File: config.mk
export PLATFORM = sky130hd
export DESIGN_NAME = multicycle_ctrl_flat
export DESIGN_NICKNAME = d
export VERILOG_FILES = /design/src/rtl/multicycle_ctrl_if.sv /design/src/rtl/multicycle_ctrl.sv /design/src/flat_wrapper.sv
export SDC_FILE = /design/constraint.sdc
export NUM_CORES = 1
export LEC_CHECK = 0
export CAP_MARGIN = 20
export CORE_MARGIN = 8
export CORE_UTILIZATION = 39
export CTS_BUF_LIST = sky130_fd_sc_hd__clkbuf_4 sky130_fd_sc_hd__clkbuf_8
export CTS_CLUSTER_SIZE = 24
export DETAILED_ROUTE_END_ITERATION = 10
export PLACE_DENSITY = 0.86
export SETUP_SLACK_MARGIN = 0.05
export SLEW_MARGIN = 20
export SYNTH_ARGS = -nofsm -noshare
export SYNTH_HDL_FRONTEND = slang
export SYNTH_SLANG_ARGS = --single-unit
File: constraint.sdc
create_clock -name clk -period 2 [get_ports clk]
set_clock_uncertainty 0.2 [all_clocks]
set_input_delay 0.2 -clock clk [delete_from_list [all_inputs] [get_ports clk]]
set_output_delay 0.2 -clock clk [all_outputs]
set_load 0.01 [all_outputs]
File: src/rtl/multicycle_ctrl_if.sv
// multicycle_ctrl_if: control bundle between the multi-cycle sequencer and the shared datapath
// master = sequencer side (takes instr/EQ/mem_ready, drives selects, strobes and status)
// slave  = datapath side (mirror image)
interface multicycle_ctrl_if #(
   parameter int DATA_WIDTH = 32
);
   logic [DATA_WIDTH-1:0] instr;
   logic                  EQ;
   logic                  mem_ready;
   logic                  PCWrite;
   logic                  IRWrite;
   logic                  AdrSrc;
   logic                  MemRead;
   logic                  MemWrite;
   logic                  RegWrite;
   logic [1:0]            ResultSrc;
   logic [1:0]            ALUSrcA;
   logic [1:0]            ALUSrcB;
   logic [3:0]            ALUctrl;
   logic [2:0]            ImmSrc;
   logic                  retired;
   logic                  halted;
   logic                  illegal;

   modport master (
      input  instr, EQ, mem_ready,
      output PCWrite, IRWrite, AdrSrc, MemRead, MemWrite, RegWrite,
             ResultSrc, ALUSrcA, ALUSrcB, ALUctrl, ImmSrc, retired, halted, illegal
   );

   modport slave (
      output instr, EQ, mem_ready,
      input  PCWrite, IRWrite, AdrSrc, MemRead, MemWrite, RegWrite,
             ResultSrc, ALUSrcA, ALUSrcB, ALUctrl, ImmSrc, retired, halted, illegal
   );
endinterface

File: src/rtl/multicycle_ctrl.sv
// multicycle_ctrl: multi-cycle RV32I sequencer time-sharing one ALU and one memory port
// clk, rst   : core clock, synchronous active-high reset (forces FETCH, abandons any access)
// bus_io     : instr/EQ/mem_ready in; PC/IR write strobes, memory strobes, mux selects,
//              ALUctrl, ImmSrc, retired pulse and sticky halted/illegal status out
module multicycle_ctrl #(
   parameter int         DATA_WIDTH  = 32,
   parameter logic [3:0] RESET_STATE = 4'd0
) (
   input logic               clk,
   input logic               rst,
   multicycle_ctrl_if.master bus_io
);
   localparam logic [3:0] FETCH    = RESET_STATE;
   localparam logic [3:0] DECODE   = 4'd1;
   localparam logic [3:0] MEMADR   = 4'd2;
   localparam logic [3:0] MEMREAD  = 4'd3;
   localparam logic [3:0] MEMWB    = 4'd4;
   localparam logic [3:0] MEMWRITE = 4'd5;
   localparam logic [3:0] EXECR    = 4'd6;
   localparam logic [3:0] EXECI    = 4'd7;
   localparam logic [3:0] LUI      = 4'd8;
   localparam logic [3:0] AUIPC    = 4'd9;
   localparam logic [3:0] ALUWB    = 4'd10;
   localparam logic [3:0] BRANCH   = 4'd11;
   localparam logic [3:0] JAL      = 4'd12;
   localparam logic [3:0] JALR     = 4'd13;
   localparam logic [3:0] HALT     = 4'd14;
   localparam logic [3:0] TRAP     = 4'd15;

   localparam logic [6:0] OP_LOAD  = 7'b0000011;
   localparam logic [6:0] OP_STORE = 7'b0100011;
   localparam logic [6:0] OP_R     = 7'b0110011;
   localparam logic [6:0] OP_I     = 7'b0010011;
   localparam logic [6:0] OP_LUI   = 7'b0110111;
   localparam logic [6:0] OP_AUIPC = 7'b0010111;
   localparam logic [6:0] OP_BR    = 7'b1100011;
   localparam logic [6:0] OP_JAL   = 7'b1101111;
   localparam logic [6:0] OP_JALR  = 7'b1100111;
   localparam logic [6:0] OP_SYS   = 7'b1110011;

   localparam logic [3:0] ALU_ADD  = 4'b0000;
   localparam logic [3:0] ALU_SUB  = 4'b0001;
   localparam logic [3:0] ALU_AND  = 4'b0010;
   localparam logic [3:0] ALU_OR   = 4'b0011;
   localparam logic [3:0] ALU_XOR  = 4'b0100;
   localparam logic [3:0] ALU_SLT  = 4'b0101;
   localparam logic [3:0] ALU_SLTU = 4'b0110;
   localparam logic [3:0] ALU_PASS = 4'b1000;

   localparam logic [2:0] IMM_I = 3'b000;
   localparam logic [2:0] IMM_S = 3'b001;
   localparam logic [2:0] IMM_B = 3'b010;
   localparam logic [2:0] IMM_U = 3'b011;
   localparam logic [2:0] IMM_J = 3'b100;

   logic [3:0]            state_q, state_d;
   logic [DATA_WIDTH-1:0] instr_w;
   logic [6:0]            opcode, funct7;
   logic [2:0]            funct3;
   logic                  eq, mem_ready;
   logic [3:0]            alu_op, br_op;
   logic [2:0]            dec_imm;
   logic                  shift_f3, r_bad, br_bad, taken, unused_ir;
   logic                  pc_write, ir_write, adr_src, mem_read, mem_write, reg_write;
   logic [1:0]            result_src, alu_src_a, alu_src_b;
   logic [3:0]            alu_ctrl;
   logic [2:0]            imm_src;
   logic                  retired, halted, illegal;

   assign instr_w   = bus_io.instr;
   assign eq        = bus_io.EQ;
   assign mem_ready = bus_io.mem_ready;
   assign opcode    = instr_w[6:0];
   assign funct3    = instr_w[14:12];
   assign funct7    = instr_w[31:25];
   assign unused_ir = ^{instr_w[24:15], instr_w[11:7]};

   // sub is only an R-type option; addi ignores bit 30
   assign alu_op = funct3 == 3'b000 ? ((state_q == EXECR && funct7[5]) ? ALU_SUB : ALU_ADD) :
                   funct3 == 3'b010 ? ALU_SLT  :
                   funct3 == 3'b011 ? ALU_SLTU :
                   funct3 == 3'b100 ? ALU_XOR  :
                   funct3 == 3'b110 ? ALU_OR   :
                   funct3 == 3'b111 ? ALU_AND  : ALU_ADD;
   assign shift_f3 = funct3 == 3'b001 || funct3 == 3'b101;
   assign r_bad    = shift_f3 || !(funct7 == 7'h00 || funct7 == 7'h20);
   assign br_op    = !funct3[2] ? ALU_SUB : funct3[1] ? ALU_SLTU : ALU_SLT;
   assign br_bad   = funct3[2:1] == 2'b01;
   // beq/bge/bgeu take on EQ=1, bne/blt/bltu on EQ=0: bit0 xor bit2 inverts the sense
   assign taken    = eq ^ funct3[0] ^ funct3[2];
   assign dec_imm  = opcode == OP_STORE ? IMM_S :
                     opcode == OP_BR ? IMM_B :
                     (opcode == OP_LUI || opcode == OP_AUIPC) ? IMM_U :
                     opcode == OP_JAL ? IMM_J : IMM_I;

   always_ff @(posedge clk) begin
      state_q <= rst ? RESET_STATE : state_d;
   end

   always_comb begin
      state_d = state_q;
      case (state_q)
         FETCH:    state_d = mem_ready ? DECODE : FETCH;
         DECODE:   state_d = (opcode == OP_LOAD || opcode == OP_STORE) ? MEMADR :
                             opcode == OP_R ? EXECR :
                             opcode == OP_I ? EXECI :
                             opcode == OP_LUI ? LUI :
                             opcode == OP_AUIPC ? AUIPC :
                             opcode == OP_BR ? BRANCH :
                             opcode == OP_JAL ? JAL :
                             opcode == OP_JALR ? JALR :
                             opcode == OP_SYS ? HALT : TRAP;
         MEMADR:   state_d = opcode[5] ? MEMWRITE : MEMREAD;
         MEMREAD:  state_d = mem_ready ? MEMWB : MEMREAD;
         MEMWB:    state_d = FETCH;
         MEMWRITE: state_d = mem_ready ? FETCH : MEMWRITE;
         EXECR:    state_d = r_bad ? TRAP : ALUWB;
         EXECI:    state_d = shift_f3 ? TRAP : ALUWB;
         LUI:      state_d = ALUWB;
         AUIPC:    state_d = ALUWB;
         ALUWB:    state_d = FETCH;
         BRANCH:   state_d = br_bad ? TRAP : FETCH;
         JAL:      state_d = ALUWB;
         JALR:     state_d = JAL;
         default:  state_d = state_q;
      endcase
   end

   always_comb begin
      pc_write   = 1'b0;
      ir_write   = 1'b0;
      adr_src    = 1'b0;
      mem_read   = 1'b0;
      mem_write  = 1'b0;
      reg_write  = 1'b0;
      result_src = 2'b00;
      alu_src_a  = 2'b00;
      alu_src_b  = 2'b00;
      alu_ctrl   = ALU_ADD;
      imm_src    = IMM_I;
      retired    = 1'b0;
      halted     = 1'b0;
      illegal    = 1'b0;
      if (!rst) begin
         case (state_q)
            FETCH: begin
               mem_read   = 1'b1;
               alu_src_b  = 2'b10;
               result_src = 2'b10;
               ir_write   = mem_ready;
               pc_write   = mem_ready;
            end
            DECODE: begin
               alu_src_a = 2'b01;
               alu_src_b = 2'b01;
               imm_src   = dec_imm;
            end
            MEMADR: begin
               alu_src_a = 2'b10;
               alu_src_b = 2'b01;
               imm_src   = opcode[5] ? IMM_S : IMM_I;
            end
            MEMREAD: begin
               mem_read = 1'b1;
               adr_src  = 1'b1;
            end
            MEMWB: begin
               result_src = 2'b01;
               reg_write  = 1'b1;
               retired    = 1'b1;
            end
            MEMWRITE: begin
               mem_write = 1'b1;
               adr_src   = 1'b1;
               retired   = mem_ready;
            end
            EXECR: begin
               alu_src_a = 2'b10;
               alu_ctrl  = alu_op;
            end
            EXECI: begin
               alu_src_a = 2'b10;
               alu_src_b = 2'b01;
               alu_ctrl  = alu_op;
            end
            LUI: begin
               alu_src_b = 2'b01;
               imm_src   = IMM_U;
               alu_ctrl  = ALU_PASS;
            end
            AUIPC: begin
               alu_src_a = 2'b01;
               alu_src_b = 2'b01;
               imm_src   = IMM_U;
            end
            ALUWB: begin
               reg_write = 1'b1;
               retired   = 1'b1;
            end
            BRANCH: begin
               alu_src_a = 2'b10;
               alu_ctrl  = br_op;
               pc_write  = taken && !br_bad;
               retired   = !br_bad;
            end
            JAL: begin
               pc_write  = 1'b1;
               alu_src_a = 2'b01;
               alu_src_b = 2'b10;
            end
            JALR: begin
               alu_src_a = 2'b10;
               alu_src_b = 2'b01;
            end
            HALT: halted = 1'b1;
            TRAP: begin
               halted  = 1'b1;
               illegal = 1'b1;
            end
            default: ;
         endcase
      end
   end

   assign bus_io.PCWrite   = pc_write;
   assign bus_io.IRWrite   = ir_write;
   assign bus_io.AdrSrc    = adr_src;
   assign bus_io.MemRead   = mem_read;
   assign bus_io.MemWrite  = mem_write;
   assign bus_io.RegWrite  = reg_write;
   assign bus_io.ResultSrc = result_src;
   assign bus_io.ALUSrcA   = alu_src_a;
   assign bus_io.ALUSrcB   = alu_src_b;
   assign bus_io.ALUctrl   = alu_ctrl;
   assign bus_io.ImmSrc    = imm_src;
   assign bus_io.retired   = retired;
   assign bus_io.halted    = halted;
   assign bus_io.illegal   = illegal;
endmodule

File: src/flat_wrapper.sv
// flat-port wrapper written by rule: the top's interface ports become plain ports
module multicycle_ctrl_flat 
#(
   parameter int         DATA_WIDTH  = 32,
   parameter logic [3:0] RESET_STATE = 4'd0
)
  (clk, rst, bus_io_instr, bus_io_EQ, bus_io_mem_ready, bus_io_PCWrite, bus_io_IRWrite, bus_io_AdrSrc, bus_io_MemRead, bus_io_MemWrite, bus_io_RegWrite, bus_io_ResultSrc, bus_io_ALUSrcA, bus_io_ALUSrcB, bus_io_ALUctrl, bus_io_ImmSrc, bus_io_retired, bus_io_halted, bus_io_illegal);
  multicycle_ctrl_if #(.DATA_WIDTH(DATA_WIDTH)) bus_io_i ();
  input logic clk;
  input logic rst;
  input wire logic [$bits(bus_io_i.instr)-1:0] bus_io_instr;
  input wire logic [$bits(bus_io_i.EQ)-1:0] bus_io_EQ;
  input wire logic [$bits(bus_io_i.mem_ready)-1:0] bus_io_mem_ready;
  output wire logic [$bits(bus_io_i.PCWrite)-1:0] bus_io_PCWrite;
  output wire logic [$bits(bus_io_i.IRWrite)-1:0] bus_io_IRWrite;
  output wire logic [$bits(bus_io_i.AdrSrc)-1:0] bus_io_AdrSrc;
  output wire logic [$bits(bus_io_i.MemRead)-1:0] bus_io_MemRead;
  output wire logic [$bits(bus_io_i.MemWrite)-1:0] bus_io_MemWrite;
  output wire logic [$bits(bus_io_i.RegWrite)-1:0] bus_io_RegWrite;
  output wire logic [$bits(bus_io_i.ResultSrc)-1:0] bus_io_ResultSrc;
  output wire logic [$bits(bus_io_i.ALUSrcA)-1:0] bus_io_ALUSrcA;
  output wire logic [$bits(bus_io_i.ALUSrcB)-1:0] bus_io_ALUSrcB;
  output wire logic [$bits(bus_io_i.ALUctrl)-1:0] bus_io_ALUctrl;
  output wire logic [$bits(bus_io_i.ImmSrc)-1:0] bus_io_ImmSrc;
  output wire logic [$bits(bus_io_i.retired)-1:0] bus_io_retired;
  output wire logic [$bits(bus_io_i.halted)-1:0] bus_io_halted;
  output wire logic [$bits(bus_io_i.illegal)-1:0] bus_io_illegal;
  assign bus_io_i.instr = bus_io_instr;
  assign bus_io_i.EQ = bus_io_EQ;
  assign bus_io_i.mem_ready = bus_io_mem_ready;
  assign bus_io_PCWrite = bus_io_i.PCWrite;
  assign bus_io_IRWrite = bus_io_i.IRWrite;
  assign bus_io_AdrSrc = bus_io_i.AdrSrc;
  assign bus_io_MemRead = bus_io_i.MemRead;
  assign bus_io_MemWrite = bus_io_i.MemWrite;
  assign bus_io_RegWrite = bus_io_i.RegWrite;
  assign bus_io_ResultSrc = bus_io_i.ResultSrc;
  assign bus_io_ALUSrcA = bus_io_i.ALUSrcA;
  assign bus_io_ALUSrcB = bus_io_i.ALUSrcB;
  assign bus_io_ALUctrl = bus_io_i.ALUctrl;
  assign bus_io_ImmSrc = bus_io_i.ImmSrc;
  assign bus_io_retired = bus_io_i.retired;
  assign bus_io_halted = bus_io_i.halted;
  assign bus_io_illegal = bus_io_i.illegal;
  multicycle_ctrl #(.DATA_WIDTH(DATA_WIDTH), .RESET_STATE(RESET_STATE)) u_core (.clk(clk), .rst(rst), .bus_io(bus_io_i));
endmodule
Word-level counts from Yosys, hierarchy flattened
Index checks and enable logic that the tools add are counted.
{ "classes": {"addsub": 0, "n_mul": 0, "div": 0, "order_cmp": 0, "eq_ne": 34, "shifts": 0, "n_mux": 59, "bitwise": 2, "n_reduce_logical": 24} }
{ "ops": {"columns": ["operator", "count"], "rows": [
  ["$mux 4", 16],
  ["$pmux 4 s11", 1],
  ["$eq 4x4->1 const B", 8],
  ["$mux 3", 10],
  ["$eq 7x6->1 const B", 4],
  ["$eq 7x7->1 const B", 4],
  ["$mux 1", 20],
  ["$eq 4x3->1 const B", 4],
  ["$eq 7x5->1 const B", 2],
  ["$reduce_or 2->1", 7],
  ["$eq 3x3->1 const B", 4],
  ["$pmux 2 s2", 3],
  ["$pmux 4 s3", 1],
  ["$reduce_bool 11->1", 1],
  ["$mux 2", 5],
  ["$pmux 3 s3", 1],
  ["$eq 4x2->1 const B", 2],
  ["$eq 7x2->1 const B", 1],
  ["$logic_not 7->1", 1],
  ["$eq 3x2->1 const B", 2],
  ["$pmux 1 s3", 2],
  ["$reduce_or 3->1", 2],
  ["$reduce_or 6->1", 1],
  ["$logic_or 1x1->1", 5],
  ["other kinds (9)", 12]
]} }
{ "totals": {"regBits": 4, "latch_bits": 0, "ramBits": 0, "mem_bits_ro": 0, "input_bits": 36, "elab_cells": 120, "mem_count": 0} }

Logic depth before layout (Yosys ltp)
Gate-level depths: netlist of run 1.
{ "logic_depth": {"depth_word": 11, "depth_mapped": 7} }

Least setup slack after synthesis of run 1
Ideal clock, no wire load.
{ "synth_timing": {"kind": "reg-to-output", "start": "register u_core.state_q[1]", "end": "output port bus_io_ImmSrc[0]", "arrival_ps": 1377, "path_slack_ps": 223, "path_stages_with_launch": 5, "path_buffers": 1, "cell_sequence": "dfxtp_1 -> buf_6 -> or4b_4 -> nor4_1 -> o31a_1"} }
{ "synth_via": {"elab_chain_len": 4, "word_cells_on_any_way": 7, "classes_between": "4 x eq/ne; 2 x mux; 1 x reduce/logical"} }
{ "synth_lines": {"columns": ["item", "line_no", "source"], "rows": [
  ["from (decl)", "multicycle_ctrl.sv:56", "logic [3:0] state_q, state_d;"],
  ["from (signal assigned)", "multicycle_ctrl.sv:97", "state_q <= rst ? RESET_STATE : state_d;"],
  ["$eq 4x4->1", "multicycle_ctrl.sv:145", "case (state_q)"],
  ["$reduce_or 2->1 (no source line)", null, null],
  ["$pmux 3 s3 (*)", "multicycle_ctrl.sv:145", null],
  ["$mux 3 (*)", "multicycle_ctrl.sv:144", "if (!rst) begin"],
  ["to (decl)", "flat_wrapper.sv:24", "output wire logic [$bits(bus_io_i.ImmSrc)-1:0] bus_io_ImmSrc;"]
]} }
Every way passes the cells marked *; elsewhere a longest branch is shown, timed or not.

Final worst setup path of run 1
Same ends and word-level chain as after synthesis.

==> impl_metrics.env, run 1 <==
export IMPL_run_status="finished with violations"
export IMPL_failed_checks="negative setup slack"
export IMPL_multi_input_area_um2=923
export IMPL_dpl_cell_area_mm2=0.00170
export IMPL_synth_largest_type_area_fraction_pct=7.97
export IMPL_fin_ws_ns=-0.0820
export IMPL_cts_hold_buf=0
export IMPL_syn_mean_instance_area_um2=6.57
export IMPL_synth_simple_area_share_pct=46.1
export IMPL_clock_latency_ns=0.23
export IMPL_synthCells=153
export IMPL_finalHoldViolCount=0
export IMPL_path_class_of_the_lowest_slack_min_delay_path="flip-flop to flip-flop"
export IMPL_min_path_cells=2
export IMPL_drive_gt1_share_pct=43.8
export IMPL_reg_with_most_ffs="u_core.state_q"
export IMPL_layout_cell_area_non_filler_mm2=0.00195
export IMPL_synthArstFlopShare_pct=0
export IMPL_die_area_mm2=0.00446
export IMPL_dominant_combinational_cell_family_by_area_after_synthesis="simple AND/OR/NAND/NOR gates"
export IMPL_detail_route_wirelength_mm=4.87
export IMPL_timing_final_crit_share_pct=104
export IMPL_finalSetupViolations=5
export IMPL_first_pass_grt_wire_length_mm=7.63
export IMPL_report_final_slew_viol_count=0
export IMPL_syn_cell_area_mm2=0.00100
export IMPL_cts_buffers=3
export IMPL_period_needed_ns=2.08
export IMPL_synthMuxAreaShare_pct=3.99
export IMPL_rsz_0062_raised_after_global_routing="yes"
export IMPL_power_density_mw_per_mm2=1030
export IMPL_start_util_pct=40.9
export IMPL_gp_congestion=0.876
export IMPL_synth_top_cells_by_count="20 x sky130_fd_sc_hd__nor2_1, 9 x sky130_fd_sc_hd__buf_2, 9 x sky130_fd_sc_hd__nor2b_1, 9 x sky130_fd_sc_hd__o21ai_0, 8 x sky130_fd_sc_hd__nor4_1"
export IMPL_first_pass_iteration_count_of_the_detailed_router=4
export IMPL_grt_use_total_pct=21.1
export IMPL_synth_main_ff_cell="sky130_fd_sc_hd__dfxtp_1"
export IMPL_dp_slack_ns=-0.314
export IMPL_crit_fanout=6
export IMPL_initial_antenna_violation_count=0
export IMPL_slew_headroom_pct=68.0
export IMPL_grt_pass1_vias=1706
export IMPL_setup_worst_path_start_class="flip-flop"
export IMPL_detailroute_via_count=1598
export IMPL_unique_masters_post_synth=47
export IMPL_final_seq_area_um2=95.1
export IMPL_layout_area_overhead_vs_synth_pct=93.9
export IMPL_synthTopCellsByArea="sky130_fd_sc_hd__dfxtp_1 8.0%, sky130_fd_sc_hd__nor2_1 7.5%, sky130_fd_sc_hd__nor2b_1 5.6%, sky130_fd_sc_hd__nor4_1 5.0%, sky130_fd_sc_hd__buf_2 4.5%"
export IMPL_synth_adder_area_share_pct=0
export IMPL_vias_per_cell=5.88
export IMPL_synth_top_cell_by_area="sky130_fd_sc_hd__dfxtp_1"
export IMPL_row_count=18
export IMPL_numClockSinks=4
export IMPL_io_buffer_count=42
export IMPL_clkSlewWorstSetupHoldPaths_ns=0.04
export IMPL_final_net_count=280
export IMPL_transition_time_at_the_pin_with_the_least_slew_margin_ns=0.475
export IMPL_worst_ep_required_time_ns=1.60
export IMPL_cts_max_level=1
export IMPL_biggestRegsByFlops="u_core.state_q: 4 flops"
export IMPL_largest_register_ff_count=4
export IMPL_dp_final_hpwl_mm=3.17
export IMPL_worst_ep_arrival_time_ns=1.68
export IMPL_synth_seq_cells=4
export IMPL_postRouteAntennaNets=0
export IMPL_synth_sequential_area_ratio_pct=7.97
export IMPL_post_synth_xor_area_fraction_pct=3.49
export IMPL_max_vdd_ir_drop_mv=0.822
export IMPL_grt_overflow_total=0
export IMPL_critPathCaptureType="primary output"
export IMPL_synth_warning_count=0
export IMPL_synth_most_common_cell="sky130_fd_sc_hd__nor2_1"
export IMPL_antenna_diode_count=0
export IMPL_fillers=171
export IMPL_max_cap_viol_count=0
export IMPL_wire_per_inst_um=17.9
export IMPL_coreArea_mm2=0.00245
export IMPL_clock_tree_from_tritoncts="done"
export IMPL_clock_path_buffers=2
export IMPL_die_h_um=66.8
export IMPL_syn_nets=189
export IMPL_pin_count_of_the_biggest_net_entering_global_routing=15
export IMPL_synth_compound_area_share_pct=28.3
export IMPL_synth_enable_flop_cells=0
export IMPL_detailedRoute_firstIterationViolations=127
export IMPL_num_io_pins=58
export IMPL_clock_tree_root="sky130_fd_sc_hd__clkbuf_4"
export IMPL_totalNegativeSetupSlack_ns=-0.248
export IMPL_criticalPathCategory="flip-flop to primary output"
export IMPL_die_width_um=66.8
export IMPL_worstRegToRegCells=5
export IMPL_leakage_nw=0.886
export IMPL_detailed_route_drc_error_count=0
export IMPL_fmax_ghz=0.480
## final timing paths
check                          from                end  slack [ns]
setup / recovery  u_core.state_q[1]   bus_io_ImmSrc[0]       -0.08
hold / removal    u_core.state_q[1]  u_core.state_q[3]        0.51
setup reg to reg  u_core.state_q[1]  u_core.state_q[0]        0.12
hold reg to reg   u_core.state_q[1]  u_core.state_q[3]        0.51
## where the power goes
part           leakage, nW  total, mW  internal (mW)  switching (mW)
clock               0.0138      0.101         0.0672          0.0340
combinational        0.836       1.70          0.895           0.808
sequential          0.0356      0.194          0.134          0.0599
## per-stage QoR
step	cells	utilization [%]	total power [mW]	hold slack [ns]
after CTS	270	77.0	1.82	0.492
after global routing	272	79.4	2.12	0.532
after global placement	251	69.2	1.49	0.563
final	272	79.4	2.00	0.506
after detailed placement	251	69.2	1.54	0.567
after floorplan	153	-	0.905	0.283
## cells in the final DEF (no fill, tap or decap), drive strengths merged, types with 7 or more instances in the layout
cell,n
buf,73
nor2,20
clkdlybuf4s50,18
o21ai,10
nor2b,9
nor4,8
nor3,7
## layout make-up
class,count,area share [%]
multi-input combinational,128,47.4
tap,30,1.93
inverter,4,0.771
timing repair buffer,103,43.9
clock buffer,3,1.16
sequential,4,4.88
## critical path: stages, from the launching register on
cell	delay [ns]
sky130_fd_sc_hd__dfxtp_4	0.36
sky130_fd_sc_hd__or4b_4	0.58
sky130_fd_sc_hd__nor4_4	0.23
sky130_fd_sc_hd__o31a_1	0.16
sky130_fd_sc_hd__buf_2	0.12
## kinds of logic after synthesis
| kind of cell | after synthesis |
|---|---|
| AND/OR/NAND/NOR | 80 |
| flip-flops | 4 |
| XOR/XNOR | 4 |
| multiplexers | 4 |
| buffers and inverters | 21 |
| AO/OA/AOI/OAI | 40 |
## per-layer routing
layer | wire [µm] | share of wire (%) | GRT usage, %
met1 | 1840 | 38 | 20.0
met2 | 2440 | 50 | 39.5
met3 | 313 | 6.4 | 4.03
met4 | 268 | 5.5 | 14.7
met5 | 0 | 0 | 0
## repair_timing
item / 4_1_cts / 5_1_grt
pin swaps: 9 / 9
buffers inserted: 16 / 2
cloned: 0 / 0
setup endpoints to repair: 22 / 21
gates resized for setup: 87 / 31
Note: power is estimated with default switching activity, not from simulation.
==> run 2, diff against run 1 <==
- CELL_PAD_IN_SITES_DETAIL_PLACEMENT: default -> 1
- CELL_PAD_IN_SITES_GLOBAL_PLACEMENT: default -> 1
- CORE_UTILIZATION: 39 -> 26
- PLACE_DENSITY: 0.86 -> 0.87
- SLEW_MARGIN: 20 -> default
==> run 2 against run 1 <==
  * The flow still finishes with violations (negative setup slack)
  * Global-route usage down 5.5 points
  * First-iteration DRC count down 50%
  * Clock power up 67%
  * Final cell count up 5.1%
  * Largest power group unchanged
==> impl_metrics.env, run 2 (synthesis gave the netlist of run 1 again) <==
export IMPL_run_status="finished with violations"
export IMPL_failed_checks="negative setup slack"
export IMPL_first_pass_grt_wire_length_mm=8.10
export IMPL_path_cells="buf_12, or2b_1, nor4_2, o21ai_1, a211oi_2, buf_2"
export IMPL_final_net_count=276
export IMPL_io_buffer_count=42
export IMPL_row_count=22
export IMPL_max_vdd_ir_drop_mv=0.351
export IMPL_dpl_cell_area_mm2=0.00174
export IMPL_grt_use_total_pct=15.6
export IMPL_fin_ws_ns=-0.144
export IMPL_die_area_mm2=0.00611
export IMPL_clkSlewWorstSetupHoldPaths_ns=0.03
export IMPL_path_delay_family="simple AND/OR/NAND/NOR gates"
export IMPL_power_density_mw_per_mm2=1030
export IMPL_r2r_setup_slack_ns=0.14
export IMPL_antenna_diode_count=0
export IMPL_num_io_pins=58
export IMPL_clock_tree_from_tritoncts="done"
export IMPL_pin_count_of_the_biggest_net_entering_global_routing=20
export IMPL_finalSetupViolations=3
export IMPL_leakage_nw=0.871
export IMPL_postRouteAntennaNets=0
export IMPL_detail_route_wirelength_mm=5.24
export IMPL_layout_area_overhead_vs_synth_pct=97.1
export IMPL_cell_at_the_slowest_stage_of_the_critical_path="sky130_fd_sc_hd__dfxtp_2"
export IMPL_crit_fanout=9
export IMPL_detailedRoute_firstIterationViolations=63
export IMPL_clock_path_buffers=2
export IMPL_most_frequent_cells_in_the_layout="45 x sky130_fd_sc_hd__buf_4, 16 x sky130_fd_sc_hd__nor2_1, 16 x sky130_fd_sc_hd__clkdlybuf4s50_1"
export IMPL_fin_total_pwr_mw=2.05
export IMPL_critical_path_max_stage_delay_ns=0.32
export IMPL_path_class_of_the_lowest_slack_min_delay_path="flip-flop to flip-flop"
export IMPL_criticalPathCategory="flip-flop to primary output"
export IMPL_coreArea_mm2=0.00369
export IMPL_vias_per_cell=5.27
export IMPL_report_final_slew_viol_count=0
export IMPL_start_util_pct=27.2
export IMPL_clock_latency_ns=0.22
export IMPL_gp_congestion=0.829
export IMPL_slew_headroom_pct=71.5
export IMPL_rsz_0062_raised_after_global_routing="yes"
export IMPL_die_h_um=78.2
export IMPL_timing_final_crit_share_pct=107
export IMPL_cts_buffers=3
export IMPL_grt_pass1_vias=1685
export IMPL_initial_antenna_violation_count=0
export IMPL_cts_max_level=1
export IMPL_fmax_ghz=0.466
export IMPL_layout_cell_area_non_filler_mm2=0.00198
export IMPL_setup_worst_path_start_class="flip-flop"
export IMPL_largest_register_ff_count=4
export IMPL_worst_ep_arrival_time_ns=1.74
export IMPL_clock_tree_root="sky130_fd_sc_hd__clkbuf_8"
export IMPL_detailroute_via_count=1508
export IMPL_layout_commonest_cell="sky130_fd_sc_hd__buf_4"
export IMPL_finalHoldViolCount=0
export IMPL_die_width_um=78.2
export IMPL_critPathCaptureType="primary output"
export IMPL_worst_ep_required_time_ns=1.60
export IMPL_wire_per_inst_um=18.3
export IMPL_transition_time_at_the_pin_with_the_least_slew_margin_ns=0.424
export IMPL_first_pass_iteration_count_of_the_detailed_router=4
export IMPL_max_cap_viol_count=0
export IMPL_critPathBufInv=2
export IMPL_biggestRegsByFlops="u_core.state_q: 4 flops"
export IMPL_grt_overflow_total=0
export IMPL_period_needed_ns=2.14
export IMPL_drive_gt1_share_pct=45.8
export IMPL_reg_with_most_ffs="u_core.state_q"
export IMPL_dp_final_hpwl_mm=3.59
export IMPL_detailed_route_drc_error_count=0
export IMPL_numClockSinks=4
-- run 2: worst reg2reg max path, cell delays in order (launching register included) --
cell and delay [ns]:
sky130_fd_sc_hd__dfxtp_4 0.37, sky130_fd_sc_hd__buf_6 0.13, sky130_fd_sc_hd__buf_6 0.09, sky130_fd_sc_hd__nand3b_1 0.10, sky130_fd_sc_hd__buf_4 0.16, sky130_fd_sc_hd__buf_6 0.12, sky130_fd_sc_hd__nor3b_1 0.23, sky130_fd_sc_hd__nor3_2 0.11
sky130_fd_sc_hd__a311oi_2 0.24
-- run 2: power by group --
part	internal (mW)	switching (mW)	total (mW)
registers	0.124	0.0474	0.171
logic	0.877	0.832	1.71
clock network	0.128	0.0407	0.169
-- run 2: timing repair --
item	in CTS	in global routing
setup endpoints to repair	23	19
setup buffers	6	7
hold buffers	0	0
gates resized for setup	98	40
pin swaps	12	18
-- run 2: cell type report --
| cell class | count | area [µm²] |
|---|---|---|
| well taps | 48 | 60.1 |
| inverters | 4 | 15.0 |
| multi-input cells | 128 | 948 |
| repair buffers | 99 | 827 |
| fillers | 475 | 1710 |
| flip-flops and latches | 4 | 88.8 |
| clock buffers | 3 | 41.3 |
-- run 2: per-stage QoR --
stage	TNS (ns)	worst slack, ns	std cells	hold slack (ns)	utilization, %
after detailed placement	-5.00	-0.446	270	0.556	47.2
after global routing	-0.792	-0.254	286	0.547	53.7
after global placement	-3.92	-0.314	270	0.536	47.2
final	-0.346	-0.144	286	0.524	53.7
after CTS	-0.362	-0.126	279	0.518	51.0
after floorplan	0	0.223	153	0.283	-
-- run 2: worst paths after layout --
check	from	cells past startpoint	end
min reg2reg	u_core.state_q[1]	2	u_core.state_q[3]
max	u_core.state_q[3]	6	bus_io_ALUctrl[0]
max reg2reg	u_core.state_q[2]	8	u_core.state_q[2]
min	u_core.state_q[1]	2	u_core.state_q[3]
-- run 2: per-layer routing --
| layer | wire length (µm) | vias up | GRT usage (%) |
|---|---|---|---|
| met3 | 220 | 12 | 2.85 |
| met2 | 2910 | 41 | 31.2 |
| met5 | 0 | - | 0 |
| li1 | - | 729 | - |
| met1 | 2000 | 726 | 15.8 |
| met4 | 110 | 0 | 4.26 |
==> run 3, diff against run 2 <==
- MAX_ROUTING_LAYER: default -> met4
- clock period: 2 -> 2.1 ns (I/O delays scaled with it)
==> run 3 against run 2 <==
  * The flow now finishes without violations
  * Clock power shrank 8%
  * Global-route usage decreased by 0.98 points
  * Critical path depth down 2
  * Die area unchanged
  * Worst setup slack improved by 0.20 ns
  * Cell area down 5.1%
  * Sequential power fell by 7%
  * Wire length fell by 14%
  * Highest routed layer unchanged
==> impl_metrics.env, run 3 (synthesis gave the netlist of run 1 again) <==
export IMPL_max_vdd_ir_drop_mv=0.300
export IMPL_fillers=482
export IMPL_row_count=22
export IMPL_leakage_nw=0.848
export IMPL_reg_with_most_ffs="u_core.state_q"
export IMPL_max_cap_viol_count=0
export IMPL_detail_route_wirelength_mm=4.50
export IMPL_grt_pass1_vias=1607
export IMPL_finalHoldViolCount=0
export IMPL_worst_ep_required_time_ns=1.69
export IMPL_dp_final_hpwl_mm=3.49
export IMPL_power_density_mw_per_mm2=962
export IMPL_cts_max_level=1
export IMPL_run_status="complete, no violations"
export IMPL_numClockSinks=4
export IMPL_initial_antenna_violation_count=0
export IMPL_rsz_0062_raised_after_global_routing="yes"
export IMPL_clock_path_buffers=2
export IMPL_coreArea_mm2=0.00369
export IMPL_critical_path_max_stage_delay_ns=0.57
export IMPL_clock_tree_root="sky130_fd_sc_hd__clkbuf_8"
export IMPL_netSwitchingFraction_pct=44.6
export IMPL_comb_power_share_pct=82.7
export IMPL_die_width_um=78.2
export IMPL_pin_count_of_the_biggest_net_entering_global_routing=20
export IMPL_finalSetupViolations=0
export IMPL_fmax_ghz=0.488
export IMPL_worstRegToRegCells=8
export IMPL_first_pass_iteration_count_of_the_detailed_router=4
export IMPL_timing_hold_ws_ns=0.392
export IMPL_slew_headroom_pct=73.3
export IMPL_timing_final_crit_share_pct=97.6
export IMPL_final_core_utilization_pct=50.9
export IMPL_detailroute_via_count=1441
export IMPL_fin_total_pwr_mw=1.81
export IMPL_grt_use_total_pct=14.6
export IMPL_io_buffer_count=42
export IMPL_drive_gt1_share_pct=38.3
export IMPL_setup_worst_path_start_class="flip-flop"
export IMPL_wire_per_inst_um=16.2
export IMPL_layout_commonest_cell="sky130_fd_sc_hd__buf_4"
export IMPL_vias_per_cell=5.18
export IMPL_path_class_of_the_lowest_slack_min_delay_path="input port to flip-flop"
export IMPL_largest_register_ff_count=4
export IMPL_clkPwrFrac_pct=8.5
export IMPL_most_frequent_cells_in_the_layout="46 x sky130_fd_sc_hd__buf_4, 17 x sky130_fd_sc_hd__clkdlybuf4s50_1, 16 x sky130_fd_sc_hd__nor2_1"
export IMPL_internal_power_mw=1.00
export IMPL_criticalPathCategory="flip-flop to primary output"
export IMPL_detailed_route_drc_error_count=0
export IMPL_p_seq_share_pct=8.8
export IMPL_biggestRegsByFlops="u_core.state_q: 4 flops"
export IMPL_period_needed_ns=2.05
export IMPL_crit_fanout=5
export IMPL_final_net_count=268
export IMPL_detailedRoute_firstIterationViolations=66
export IMPL_die_area_mm2=0.00611
export IMPL_transition_time_at_the_pin_with_the_least_slew_margin_ns=0.397
export IMPL_report_final_slew_viol_count=0
export IMPL_clock_tree_from_tritoncts="done"
export IMPL_worst_ep_arrival_time_ns=1.64
export IMPL_layout_area_overhead_vs_synth_pct=87.0
export IMPL_gp_congestion=0.829
export IMPL_grt_overflow_total=0
export IMPL_critPathCaptureType="primary output"
export IMPL_clock_latency_ns=0.21
export IMPL_postRouteAntennaNets=0
export IMPL_cell_at_the_slowest_stage_of_the_critical_path="sky130_fd_sc_hd__or4b_4"
export IMPL_num_io_pins=58
export IMPL_clkSlewWorstSetupHoldPaths_ns=0.03
export IMPL_antenna_diode_count=0
export IMPL_path_cells="or4b_4, nor4_4, o31a_1, buf_4"
export IMPL_die_h_um=78.2
export IMPL_start_util_pct=27.2
export IMPL_cts_buffers=3
export IMPL_power_net_switching_uw=807
export IMPL_min_path_cells=5
export IMPL_first_pass_grt_wire_length_mm=7.51
-- run 3: cell types whose count changed in the layout (fill, tap and decap cells not counted), moves of 2 or more --
cell and delta:
sky130_fd_sc_hd__nor3_1 +2, sky130_fd_sc_hd__dlymetal6s2s_1 +3, sky130_fd_sc_hd__clkbuf_2 -2, sky130_fd_sc_hd__buf_2 -4, sky130_fd_sc_hd__nor2b_2 -2, sky130_fd_sc_hd__buf_6 -9
sky130_fd_sc_hd__dlygate4sd2_1 +4
-- run 3: area by class of cell --
class | count | area [µm²] | area share, %
Inverter | 4 | 15.0 | 0.799
Clock buffer | 3 | 41.3 | 2.20
Tap cell | 48 | 60.1 | 3.20
Timing Repair Buffer | 91 | 751 | 39.9
Multi-Input combinational cell | 128 | 926 | 49.3
Sequential cell | 4 | 86.3 | 4.59
-- run 3: worst paths after layout --
path	from	end	slack, ns
hold reg to reg	u_core.state_q[1]	u_core.state_q[1]	0.58
setup / recovery	u_core.state_q[1]	bus_io_ImmSrc[0]	0.05
hold / removal	bus_io_instr[3]	u_core.state_q[0]	0.39
setup reg to reg	u_core.state_q[0]	u_core.state_q[0]	0.18
-- run 3: stage by stage --
stage / setup WS, ns / std cells / setup TNS, ns / cell area (µm²)
floorplan: 0.313 / 153 / 0 / 1000
global placement: -0.231 / 273 / -2.43 / 1760
detailed placement: -0.244 / 273 / -3.18 / 1760
CTS: 0.0201 / 277 / 0 / 1830
global route: -0.0352 / 278 / -0.0364 / 1880
finish: 0.0512 / 278 / 0 / 1880
-- run 3: worst max-delay path, delay by kind of cell (launching register included) --
family	cells	cell delay (ns)
buf+inv	1	0.13
simple gates	2	0.80
compound gates	1	0.17
flops	1	0.34
-- run 3: what timing repair did --
item	in CTS	in global routing
endpoints found under the hold margin	0	0
pin swaps	4	3
hold buffers	0	0
resized for setup	60	31
setup endpoints to repair	22	16
buffers inserted	1	1
-- run 3: per-layer routing --
metal,global-route usage (%),up-vias,share of wire [%]
li1,-,717,-
met1,15.2,694,42
met2,28.9,28,54
met4,1.67,0,0.38
met5,-,-,0
met3,1.94,2,3.6
-- run 3: power by group through the flow --
stage	Clock, mW	Sequential (mW)	Combinational [mW]
floorplan	0	0.124	0.738
global placement	0	0.148	1.37
detailed placement	0	0.154	1.41
CTS	0.158	0.160	1.41
global route	0.163	0.165	1.63
finish	0.155	0.159	1.50
